$ cat src/rtl/max_pool_drain.sv
// max_pool_drain: reduces each 4-beat 2x2 window of the read-data stream to
// its signed maximum and writes it densely to the pooled buffer at base+idx.
module max_pool_drain #(
  parameter int MATRIX_SIZE = 24,
  parameter int ADD_SIZE    = 20,
  parameter int DATA_WIDTH  = 16
) (
  input  logic                         clk,
  input  logic                         reset,
  input  logic                         start,
  input  logic [ADD_SIZE-1:0]          base_add_in,
  input  logic signed [DATA_WIDTH-1:0] data_in,
  input  logic                         data_valid,
  output logic [ADD_SIZE-1:0]          wr_add,
  output logic [DATA_WIDTH-1:0]        wr_data,
  output logic                         wr_en,
  output logic                         busy,
  output logic                         done
);

  localparam int unsigned NUM_WIN = (MATRIX_SIZE - 1) * (MATRIX_SIZE - 1);
  localparam int unsigned IDX_W   = (NUM_WIN > 1) ? $clog2(NUM_WIN) : 1;
  localparam logic [IDX_W-1:0] LAST_IDX = IDX_W'(NUM_WIN - 1);

  typedef enum logic [1:0] {
    S_IDLE,
    S_ACCUM,
    S_DONE
  } state_e;

  state_e                         state_q, state_d;
  logic [1:0]                     cnt_q, cnt_d;
  logic [IDX_W-1:0]               idx_q, idx_d;
  logic signed [DATA_WIDTH-1:0]   max_q, max_d;
  logic [ADD_SIZE-1:0]            base_q, base_d;
  logic [ADD_SIZE-1:0]            wr_add_q, wr_add_d;
  logic signed [DATA_WIDTH-1:0]   wr_data_q, wr_data_d;
  logic                           wr_en_q, wr_en_d;
  logic                           busy_q, busy_d;
  logic                           done_q, done_d;
  logic signed [DATA_WIDTH-1:0]   beat_max;

  // Running maximum including the current beat; the first beat of a window
  // replaces the max outright, which is how the max restarts per window.
  always_comb begin
    beat_max = max_q;
    if ((cnt_q == 2'd0) || (data_in > max_q)) begin
      beat_max = data_in;
    end
  end

  // Next-state and output logic for the drain FSM.
  always_comb begin
    state_d   = state_q;
    cnt_d     = cnt_q;
    idx_d     = idx_q;
    max_d     = max_q;
    base_d    = base_q;
    wr_add_d  = wr_add_q;
    wr_data_d = wr_data_q;
    wr_en_d   = 1'b0;
    busy_d    = busy_q;
    done_d    = done_q;
    case (state_q)
      S_IDLE, S_DONE: begin
        if (start) begin
          base_d  = base_add_in;
          cnt_d   = '0;
          idx_d   = '0;
          max_d   = '0;
          done_d  = 1'b0;
          busy_d  = 1'b1;
          state_d = S_ACCUM;
        end
      end
      S_ACCUM: begin
        if (data_valid) begin
          max_d = beat_max;
          cnt_d = cnt_q + 2'd1;
          if (cnt_q == 2'd3) begin
            wr_en_d   = 1'b1;
            wr_data_d = beat_max;
            wr_add_d  = base_q + ADD_SIZE'(idx_q);
            idx_d     = idx_q + IDX_W'(1);
            if (idx_q == LAST_IDX) begin
              done_d  = 1'b1;
              busy_d  = 1'b0;
              state_d = S_DONE;
            end
          end
        end
      end
      default: state_d = S_IDLE;
    endcase
  end

  // State and datapath registers with synchronous active-low reset.
  always_ff @(posedge clk) begin
    if (!reset) begin
      state_q   <= S_IDLE;
      cnt_q     <= '0;
      idx_q     <= '0;
      max_q     <= '0;
      base_q    <= '0;
      wr_add_q  <= '0;
      wr_data_q <= '0;
      wr_en_q   <= 1'b0;
      busy_q    <= 1'b0;
      done_q    <= 1'b0;
    end else begin
      state_q   <= state_d;
      cnt_q     <= cnt_d;
      idx_q     <= idx_d;
      max_q     <= max_d;
      base_q    <= base_d;
      wr_add_q  <= wr_add_d;
      wr_data_q <= wr_data_d;
      wr_en_q   <= wr_en_d;
      busy_q    <= busy_d;
      done_q    <= done_d;
    end
  end

  assign wr_add  = wr_add_q;
  assign wr_data = wr_data_q;
  assign wr_en   = wr_en_q;
  assign busy    = busy_q;
  assign done    = done_q;

endmodule

$ cat config.mk
export PLATFORM = sky130hd
export DESIGN_NAME = max_pool_drain
export DESIGN_NICKNAME = d
export VERILOG_FILES = /design/src/rtl/max_pool_drain.sv
export SDC_FILE = /design/constraint.sdc
export NUM_CORES = 1
export LEC_CHECK = 0
export CAP_MARGIN = 20
export CORE_MARGIN = 2
export CORE_UTILIZATION = 40
export CTS_CLUSTER_SIZE = 40
export DETAILED_ROUTE_END_ITERATION = 6
export GPL_ROUTABILITY_DRIVEN = 0
export HOLD_SLACK_MARGIN = 0.03
export MAX_ROUTING_LAYER = met4
export PLACE_DENSITY = 0.71
export SETUP_SLACK_MARGIN = 0.2
export SYNTH_ARGS = -nofsm -noshare
export SYNTH_HDL_FRONTEND = slang
export SYNTH_SLANG_ARGS = --single-unit
$ cat constraint.sdc
create_clock -name clk -period 6.3 [get_ports clk]
set_clock_uncertainty 0.1 [all_clocks]
set_input_delay 0.63 -clock clk [delete_from_list [all_inputs] [get_ports clk]]
set_output_delay 0.63 -clock clk [all_outputs]
set_load 0.03 [all_outputs]
==> flow_summary.ini <==
[run_status]
status = completed

[critical_path]
worstReg2RegStart = max_q[13]$_SDFFE_PN0P_
rr_worst_depth = 7
crit_arrival_ns = 3.35
r2r_end = max_q[12]$_SDFFE_PN0P_
required_ns = 6.46
reg2reg_slack_ns = 3.50
cp-end-kind = flip-flop
path_max_fanout = 16
critPathLaunchType = primary input
crit_type = primary input to flip-flop

[clocking]
path_clk_slew_ns = 0.06
post_cts_buffers = 0
ctsResizeCount = 0
clock_latency_ns = 0.34
cts_tree = built
cts_hold_buf = 0
htree_levels = 3
ctsLongestPathBuffers = 2
cts.sinks = 89
cts-root-buf = clkbuf_16
cts_made_buffers = 9

[route]
drc_errors = 0
vias_per_cell = 5.34
drt_iter0_drc = 217
detail_route.wl_per_cell_um = 15.1
dr_total_vias = 3891
wirelength_um = 11000
ant_nets = 0
dr.pass1.iters = 4

[placed_design]
hpwl_um = 7630
io_buffers = 78
pre_cts_ws_ns = 2.75

[grt]
grtUsageTotal_pct = 19.1
antenna_found_initial = 0
grt_start_max_net_pins = 86
first_global_vias = 3951
grt_pass1_wl_um = 18900
grt_overflow = 0

[logic_synthesis]
synthCells = 515
synth_edf_count = 0
yosysWarningCount = 0
async_flop_share_pct = 0
syn-cell-area_um2 = 4570
synth_cell_types = 47
synth-seq-area-share_pct = 39.0
synth.ff_latch_count = 89
synth_ff_type = dfxtp_1
syn_nets = 586
avgSynthCellArea_um2 = 8.87

[pwr]
peakVddDrop_v = 0.0000987
finalPower_mw = 1.26
powerDensity_nw_per_um2 = 221
p_leak_nw = 2.23

[final_layout]
area_growth_pct = 25.0
layout-drive-gt1-share_pct = 5.13
diodes = 0
fillers = 1059
multi_input_area_um2 = 2540
regArea_um2 = 1780
nNetsFinal = 651

[sta]
setup_tns_ns = 0
finalCritPeriodShare_pct = 50.7
setup_viol = 0
worst_slew_pin_slew_ns = 1.00
fin_ws_ns = 3.11
period_minus_slack_ns = 3.19
fmax_mhz = 313
hold_viol = 0
grt_setup_unrepaired = no
relSlewSlack_pct = 33.1
slew_violations = 0

[flow_run]
drv_cap = 0

[min_path]
min_from = wr_add[0]$_SDFFE_PN0P_
min_to = wr_add[0]$_SDFFE_PN0P_
hold_depth = 2
hp-class = flip-flop to flip-flop

[floorplanning]
rows = 39
die_y_um = 111
io-pin-count = 79
start_util_pct = 40.5
dieArea_um2 = 12300
die_x_um = 111
core_um2 = 11300
-- worst max-delay path by stage --
stage | endpoint | depth (start not counted) | start
detailed placement | max_q[12]$_SDFFE_PN0P_ | 7 | data_in[13]
CTS | max_q[12]$_SDFFE_PN0P_ | 7 | data_in[13]
global route | max_q[5]$_SDFFE_PN0P_ | 7 | data_in[13]
floorplan | max_q[10]$_SDFFE_PN0P_ | 8 | data_in[13]
finish | max_q[12]$_SDFFE_PN0P_ | 7 | data_in[13]
global placement | max_q[4]$_SDFFE_PN0P_ | 7 | data_in[13]
-- synthesized netlist by cell type (2+ instances only) --
cell	instances	share of area, %
a21o_1	6	0.99
nand4_1	11	1.5
buf_2	3	0.33
nor2b_1	9	1.2
nand3b_1	2	0.33
nor4_1	3	0.41
o21ai_0	20	2.2
a22oi_1	3	0.49
o221a_1	10	2.5
o21bai_1	2	0.33
nor2_1	18	1.5
nor3_1	3	0.33
o211ai_1	6	0.99
xnor2_1	13	2.5
nand3_1	8	0.88
buf_6	3	0.74
a2111oi_2	2	0.66
nand2b_1	2	0.27
o211a_1	3	0.66
and4_1	2	0.38
and2_1	3	0.41
and3_1	4	0.55
dfxtp_1	89	39
clkbuf_1	18	1.5
nor3b_1	2	0.33
a21oi_1	27	3.0
o21a_1	19	3.1
nand2_1	92	7.6
a211oi_1	4	0.66
inv_1	27	2.2
a21boi_0	25	4.1
mux2i_1	17	3.7
o221a_2	6	1.5
ha_1	30	8.2
xor2_1	10	1.9
buf_1	2	0.16
-- area by class of cell --
type	instances	area share [%]
clock buffers	12	4.49
well taps	143	3.13
inverters	27	1.78
multi-input cells	372	44.5
clock inverters	4	0.899
flip-flops and latches	89	31.2
repair buffers	81	14.0
-- layout by cell type (no fill, tap or decap), types with 3 or more instances in the layout --
master	count
a21oi_1	27
ha_1	30
o21a_1	19
o211ai_1	6
o211a_1	3
inv_1	27
a21boi_0	25
mux2i_1	17
nor2_1	18
a211oi_1	4
clkdlybuf4s50_1	77
clkbuf_16	9
buf_4	3
nor3_1	3
o221a_2	6
o21ai_0	20
nor4_1	3
a22oi_1	3
nand3_1	8
nor2b_1	9
xnor2_1	13
xor2_1	10
dfxtp_1	89
and2_1	3
nand4_1	11
a21o_1	6
o221a_1	10
nand2_1	92
and3_1	4
-- power by group --
group | internal, mW | switching, mW | leakage, nW | total, mW
logic | 0.0574 | 0.0663 | 1.36 | 0.124
registers | 0.576 | 0.0125 | 0.721 | 0.589
clock network | 0.329 | 0.220 | 0.149 | 0.549
total | 0.963 | 0.299 | 2.23 | 1.26
-- kinds of logic after synthesis --
kind of cell	Yosys count	synth area share, %
XOR/XNOR	23	4.41
adder cells (fa/ha/maj)	31	8.66
AND/OR/NAND/NOR	161	16.1
AO/OA/AOI/OAI	140	22.7
buffers and inverters	54	5.37
flip-flops	89	39.0
multiplexers	17	3.73
-- state kept, by name, summed over array words and instances (netlist names) --
name and count:
idx_q 10, max_q 16, cnt_q 2, wr_data 16, base_q 20, wr_add 20
done 1, wr_en 1, busy 1, state_q 2
-- critical path, cell delays in order --
cell	delay, ns
clkdlybuf4s50_1	0.45
ha_1	0.34
a21o_1	0.19
a2111o_1	0.44
o31ai_4	0.31
a21o_1	0.72
mux2i_1	0.27
-- metrics by stage --
step           utilization [%]  hold WS, ns  instances  instance area (um2)
2_1_floorplan                -        0.347        515                 4570
3_3_place_gp              47.9        0.359        712                 5400
3_5_place_dp              47.9        0.368        712                 5400
4_1_cts                   50.6        0.377        728                 5710
5_1_grt                   50.6        0.393        728                 5710
6_report                  50.6        0.376        728                 5710
-- routing by layer --
metal / share of wire [%] / track usage (%)
met3: 3.9 / 3.12
met2: 48 / 33.0
met5: 0 / -
met1: 46 / 22.9
met4: 1.6 / 5.83
Power figures use the tool's default switching activity.
